[src/rtl/cpc_fifo_host_ctrl.sv]
// CPC-side host controller for the CPC<->Pi HCT40105 FIFO link: Z80 I/O decode, FIFO strobes, status.
// Optional Z80 wait-state insertion on empty/full FIFOs is built when CPC_FIFO_WAIT_EN is defined.
module cpc_fifo_host_ctrl #(
    parameter logic [15:0] BASE_ADDR    = 16'hFD80,
    parameter int          SI_PULSE     = 2,
    parameter int          SO_PULSE     = 2,
    parameter int          RST_PULSE    = 4,
    parameter int          WAIT_TIMEOUT = 255
) (
    input  logic        CLK,
    input  logic        RESET,
    input  logic [15:0] A,
    input  logic        IOREQ_B,
    input  logic        RD_B,
    input  logic        WR_B,
    input  logic [7:0]  d_in,
    output logic [7:0]  d_out,
    output logic        d_oe,
    input  logic        fifo_host_dir,
    input  logic        fifo_host_dor,
    output logic        host_fifo_si,
    output logic        host_fifo_sob,
    output logic        host_fifo_oeb,
    output logic        host_fifo_reset,
    output logic        READY
);
    localparam logic [2:0] ST_IDLE    = 3'd0;
    localparam logic [2:0] ST_WR_SI   = 3'd1;
    localparam logic [2:0] ST_RD_HOLD = 3'd2;
    localparam logic [2:0] ST_RD_SOB  = 3'd3;
    localparam logic [2:0] ST_RST     = 3'd4;
`ifdef CPC_FIFO_WAIT_EN
    localparam logic [2:0] ST_WAIT_WR = 3'd5;
    localparam logic [2:0] ST_WAIT_RD = 3'd6;
    localparam int         WCNT_W     = $clog2(WAIT_TIMEOUT + 1);
    logic [WCNT_W-1:0]     wcnt_q, wcnt_d;
`else
    localparam int         unused_timeout = WAIT_TIMEOUT;
`endif

    logic [2:0] state_q, state_d;
    logic [7:0] cnt_q, cnt_d;
    logic       strb_q, strb_qq, acc_wr_q, acc_a0_q;
    logic [1:0] acc_cmd_q;
    logic       ovf_q, ovf_d, unf_q, unf_d, col_q, col_d;
    logic       hw_rst_q;
    logic       io_hit, strb, rd_data, rd_stat, start;
    logic       unused_bits;

    // A3:A2 are deliberately not decoded, so the ports alias across the 16-byte window.
    assign io_hit      = ~IOREQ_B & (A[15:4] == BASE_ADDR[15:4]) & ~A[1];
    assign strb        = io_hit & (~RD_B | ~WR_B);
    assign rd_data     = io_hit & ~RD_B & ~A[0];
    assign rd_stat     = io_hit & ~RD_B & A[0];
    assign start       = strb_q & ~strb_qq;
    assign unused_bits = ^{A[3:2], d_in[5:0]};

    always_comb begin
        state_d = state_q;
        cnt_d   = cnt_q;
        ovf_d   = ovf_q;
        unf_d   = unf_q;
        col_d   = col_q;
`ifdef CPC_FIFO_WAIT_EN
        wcnt_d  = wcnt_q;
`endif
        case (state_q)
            ST_WR_SI, ST_RD_SOB, ST_RST: begin
                if (cnt_q == 8'd0) state_d = ST_IDLE;
                else               cnt_d   = cnt_q - 8'd1;
            end
            ST_RD_HOLD: begin
                // FIFO1 output is held until the Z80 has latched it, then advanced.
                if (RD_B) begin
                    state_d = ST_RD_SOB;
                    cnt_d   = 8'(SO_PULSE - 1);
                end
            end
`ifdef CPC_FIFO_WAIT_EN
            ST_WAIT_WR: begin
                if (fifo_host_dir) begin
                    state_d = ST_WR_SI;
                    cnt_d   = 8'(SI_PULSE - 1);
                end else if (wcnt_q == WCNT_W'(WAIT_TIMEOUT - 1)) begin
                    state_d = ST_IDLE;
                    ovf_d   = 1'b1;
                end else begin
                    wcnt_d  = wcnt_q + 1'b1;
                end
            end
            ST_WAIT_RD: begin
                if (fifo_host_dor) begin
                    state_d = ST_RD_HOLD;
                end else if (wcnt_q == WCNT_W'(WAIT_TIMEOUT - 1)) begin
                    state_d = ST_IDLE;
                    unf_d   = 1'b1;
                end else begin
                    wcnt_d  = wcnt_q + 1'b1;
                end
            end
`endif
            default: ;
        endcase

        if (start) begin
            if (state_q != ST_IDLE) begin
                col_d = 1'b1;
            end else if (!acc_a0_q) begin
                if (acc_wr_q) begin
                    if (fifo_host_dir) begin
                        state_d = ST_WR_SI;
                        cnt_d   = 8'(SI_PULSE - 1);
                    end else begin
`ifdef CPC_FIFO_WAIT_EN
                        state_d = ST_WAIT_WR;
                        wcnt_d  = '0;
`else
                        ovf_d   = 1'b1;
`endif
                    end
                end else begin
                    if (fifo_host_dor) begin
                        state_d = ST_RD_HOLD;
                    end else begin
`ifdef CPC_FIFO_WAIT_EN
                        state_d = ST_WAIT_RD;
                        wcnt_d  = '0;
`else
                        unf_d   = 1'b1;
`endif
                    end
                end
            end else if (acc_wr_q) begin
                if (acc_cmd_q[1]) begin
                    state_d = ST_RST;
                    cnt_d   = 8'(RST_PULSE - 1);
                end
                if (acc_cmd_q[0]) begin
                    ovf_d = 1'b0;
                    unf_d = 1'b0;
                    col_d = 1'b0;
                end
            end
        end
    end

    always_ff @(posedge CLK) begin
        if (RESET) begin
            state_q   <= ST_IDLE;
            cnt_q     <= 8'd0;
            strb_q    <= 1'b0;
            strb_qq   <= 1'b0;
            acc_wr_q  <= 1'b0;
            acc_a0_q  <= 1'b0;
            acc_cmd_q <= 2'b00;
            ovf_q     <= 1'b0;
            unf_q     <= 1'b0;
            col_q     <= 1'b0;
            hw_rst_q  <= 1'b1;
`ifdef CPC_FIFO_WAIT_EN
            wcnt_q    <= '0;
`endif
        end else begin
            state_q   <= state_d;
            cnt_q     <= cnt_d;
            strb_q    <= strb;
            strb_qq   <= strb_q;
            acc_wr_q  <= ~WR_B;
            acc_a0_q  <= A[0];
            acc_cmd_q <= d_in[7:6];
            ovf_q     <= ovf_d;
            unf_q     <= unf_d;
            col_q     <= col_d;
            hw_rst_q  <= 1'b0;
`ifdef CPC_FIFO_WAIT_EN
            wcnt_q    <= wcnt_d;
`endif
        end
    end

    assign host_fifo_si    = (state_q == ST_WR_SI);
    assign host_fifo_sob   = (state_q != ST_RD_SOB);
    assign host_fifo_reset = hw_rst_q | (state_q == ST_RST);
    assign host_fifo_oeb   = ~(rd_data & ~RESET);
    assign d_oe            = rd_stat & ~RESET;
    assign d_out           = d_oe ? {(state_q != ST_IDLE), 2'b00, col_q, unf_q, ovf_q,
                                     fifo_host_dor, fifo_host_dir} : 8'h00;
`ifdef CPC_FIFO_WAIT_EN
    assign READY = ~((state_q == ST_WAIT_WR) | (state_q == ST_WAIT_RD));
`else
    assign READY = 1'b1;
`endif
endmodule

[config.mk]
export PLATFORM = sky130hd
export DESIGN_NAME = cpc_fifo_host_ctrl
export DESIGN_NICKNAME = d
export VERILOG_FILES = /design/src/rtl/cpc_fifo_host_ctrl.sv
export SDC_FILE = /design/constraint.sdc
export NUM_CORES = 1
export LEC_CHECK = 0
export BUFFER_PORTS_ARGS = -buffer_cell sky130_fd_sc_hd__buf_2
export CAP_MARGIN = 30
export CORE_MARGIN = 2
export CORE_UTILIZATION = 47
export DETAILED_ROUTE_END_ITERATION = 10
export PLACE_DENSITY = 0.79
export SYNTH_ARGS = -nofsm -noshare
export SYNTH_HDL_FRONTEND = slang
export SYNTH_SLANG_ARGS = --single-unit
[constraint.sdc]
create_clock -name CLK -period 2.4 [get_ports CLK]
set_clock_uncertainty 0.15 [all_clocks]
set_input_delay 0 -clock CLK [delete_from_list [all_inputs] [get_ports CLK]]
set_output_delay 0 -clock CLK [all_outputs]
set_load 0.03 [all_outputs]
==> flow_summary.yaml <==
yosys:
  yosys.area_share.adder_pct: 2.23
  synthXorXnorAreaFrac_pct: 0
  yosys.area_share.simple_pct: 33.5
  ys_warn_count: 0
  yosysSeqAreaShare_pct: 37.5
  syn_area_per_cell_um2: 8.76
  synth-seq-cells: 21
  synthMuxAreaShare_pct: 2.01
  synth-compound-area-share_pct: 18.6
  postSynthCellCount: 128
  syn-cell-area_um2: 1120
  synth_top_family_by_area: "simple AND/OR/NAND/NOR gates"
  ys_types: 37
placed_design:
  dpl-instance-area_um2: 1290
  place.detailed.hpwl_um: 1800
  finalWeightedCongestion: 0.736
  io_buffers: 33
timing:
  hold_viol_final: 0
  tightest_slew_ps: 689
  post-route-min-period_ps: 2180
  slew_viol_final: 0
  rsz0062_at_grt: "false"
  setup_tns_ps: 0
  max_freq_ghz: 0.459
  post-route-period-util_pct: 90.9
  setup_viol: 0
  max_slew_margin_pct: 53.6
cts:
  clock-sinks: 21
  insertion_delay_ps: 310
  clk_pin_slew_worst_paths_ps: 120
  cts_tree: "built"
  cts_max_path_buffers: 2
  cts_setup_buffers: 0
  cts_buffers: 3
  ctsHtreeMaxLevel: 1
  root_buffer: "clkbuf_4"
global_route:
  gr-usage-met1_pct: 23.2
  busiest_layer: "met2"
  grt_max_degree: 17
  antenna_found_initial: 0
  grt_pass1_vias: 1006
  grt_overflow_total: 0
  grt_pass1_wl_um: 4150
  gr-usage-all-layers_pct: 20.4
  grtUsageMet2_pct: 36.7
  use_met3_pct: 3.43
critical_path:
  r2r_cells: 7
  timing.rr.end: "state_q[1]$_SDFF_PP0_"
  worst-setup-path-type: "register to register"
  end_kind: "register"
  crit_end: "state_q[1]$_SDFF_PP0_"
  cp.arrival_ps: 2250
  path_max_fanout: 5
  worstPathRequired_ps: 2470
  startpoint_type: "register"
  critical_path.startpoint: "cnt_q[0]$_SDFF_PP0_"
  r2r_slack_ps: 220
  regToRegStartpoint: "cnt_q[0]$_SDFF_PP0_"
hold_path:
  min_delay_path_depth: 1
  hp-class: "register to register"
drt:
  drt-initial-drc-count: 16
  via_per_inst: 5.43
  routedWlPerCell_um: 12.2
  ant_nets: 0
  first_pass_iters: 4
  vias: 1096
  drc: 0
  drt-total-wl_um: 2470
run_status:
  status: "completed"
floorplan:
  ios: 45
  rows: 17
  dieHeight_um: 52.8
  die_x_um: 52.8
  initial_core_util_pct: 50.2
  core_area_um2: 2230
  die_area_um2: 2790
power_and_ir_drop:
  p_leak_nw: 0.601
  ir_drop_mv: 0.271
  power_density_nw_per_um2: 404
cells_and_area:
  fin_nets: 208
  post-route-cell-area_um2: 1460
  synthToLayoutAreaGrowth_pct: 30.1
  antenna_cells: 0
  drive_gt1_share_pct: 25.3
job:
  maxCapViolCount: 0
## metal layers
layer  vias to the layer above  wire length (um)
met2                        39              1240
li1                        564                 -
met1                       488              1070
met3                         5               119
met5                         -                 0
met4                         0                43
## cells in the mapped netlist (all sizes together)
cell | n | area share (%)
clkbuf | 2 | 0.67
ha | 2 | 2.2
dfxtp | 21 | 37
a21oi | 12 | 5.4
and3 | 2 | 1.1
nor3 | 2 | 0.89
nor2 | 7 | 2.3
a22oi | 1 | 1.9
and4 | 1 | 0.78
nand3 | 3 | 1.3
nor3b | 4 | 2.7
and2 | 5 | 2.8
a311oi | 7 | 5.5
nor4 | 2 | 2.5
nor4bb | 1 | 0.89
o21ai | 5 | 2.2
a2111oi | 1 | 0.78
buf | 5 | 3.5
conb | 2 | 0.67
mux2 | 2 | 2.0
nand3b | 3 | 2.0
inv | 4 | 1.3
or3b | 1 | 1.0
nand2b | 3 | 1.7
a31oi | 4 | 2.2
nor2b | 7 | 3.9
o31ai | 1 | 0.67
nor4b | 1 | 0.78
or3 | 1 | 0.56
or4 | 2 | 1.3
nand4 | 4 | 2.2
nand2 | 6 | 2.0
or2b | 4 | 2.7
## worst min path at each step
stage / start / slack (ps) / to
6_report: strb_q$_SDFF_PP0_ / 330 / strb_qq$_SDFF_PP0_
5_1_grt: strb_q$_SDFF_PP0_ / 360 / strb_qq$_SDFF_PP0_
4_1_cts: strb_q$_SDFF_PP0_ / 340 / strb_qq$_SDFF_PP0_
3_5_place_dp: WR_B / 30 / acc_wr_q$_SDFF_PP0_
3_3_place_gp: WR_B / 20 / acc_wr_q$_SDFF_PP0_
2_1_floorplan: RESET / -120 / hw_rst_q$_DFF_P_
## power by group
part	switching [mW]	internal [mW]
logic	0.0255	0.0323
clock network	0.112	0.0624
registers	0.00484	0.353
total	0.142	0.448
## state kept, by name, indices dropped and copies added, names as in the netlist
name       flops
strb_q         1
ovf_q          1
strb_qq        1
acc_a0_q       1
cnt_q          8
acc_cmd_q      2
acc_wr_q       1
col_q          1
unf_q          1
hw_rst_q       1
state_q        3
## cell type report
cell class	instances	area [um^2]
clock inverters	1	5.00
flip-flops and latches	21	420
fillers	222	774
multi-input cells	97	648
clock buffers	3	22.5
inverters	4	15.0
repair buffers	48	313
well taps	28	35.0
## cells by family (layout without fill, tap and decap cells)
logic type | count (synthesis) | after routing
other cells | 2 | 3
mux | 2 | 2
simple gates | 59 | 59
buf+inv | 11 | 56
compound gates | 31 | 31
fa+ha+maj | 2 | 2
flops | 21 | 21
## metrics by stage
step	total power, mW	util [%]	hold slack [ps]	setup slack, ps	cells
2_1_floorplan	0.388	-	-122	291	129
3_3_place_gp	0.407	57.6	22.6	456	184
3_5_place_dp	0.408	57.6	26.5	405	184
4_1_cts	0.593	65.1	336	44.1	202
5_1_grt	0.615	65.3	362	50.5	202
6_report	0.590	65.3	332	219	202
## timing repair
action,in CTS,in global routing
endpoints found under the setup margin,0,6
hold endpoints to repair,15,0
hold buffers,14,0
resized for setup,0,1
## placed cells by master, fill, tap and decap left out, types with 2 or more instances in the layout
| cell | n |
|---|---|
| and2_1 | 5 |
| dfxtp_1 | 21 |
| and3_1 | 2 |
| a311oi_1 | 7 |
| nand2b_1 | 3 |
| dlygate4sd3_1 | 14 |
| a31oi_1 | 4 |
| nand3_1 | 3 |
| nor2b_1 | 7 |
| conb_1 | 3 |
| nand3b_1 | 3 |
| nand4_1 | 4 |
| ha_1 | 2 |
| nor3b_1 | 3 |
| clkbuf_4 | 3 |
| o21ai_0 | 4 |
| buf_2 | 33 |
| or2b_1 | 4 |
| nor2_1 | 7 |
| mux2_2 | 2 |
| inv_1 | 4 |
| nand2_1 | 6 |
| nor3_1 | 2 |
| a21oi_1 | 12 |
| or4_1 | 2 |
## critical path, stage by stage, from the launching register on
cell and delay, ps:
dfxtp_1 360, inv_1 90, ha_1 140, nor3b_1 390, nand2_1 160, o21ai_0 170
a21oi_1 80, dlygate4sd3_1 550
Note: power is estimated with default switching activity, not from simulation.
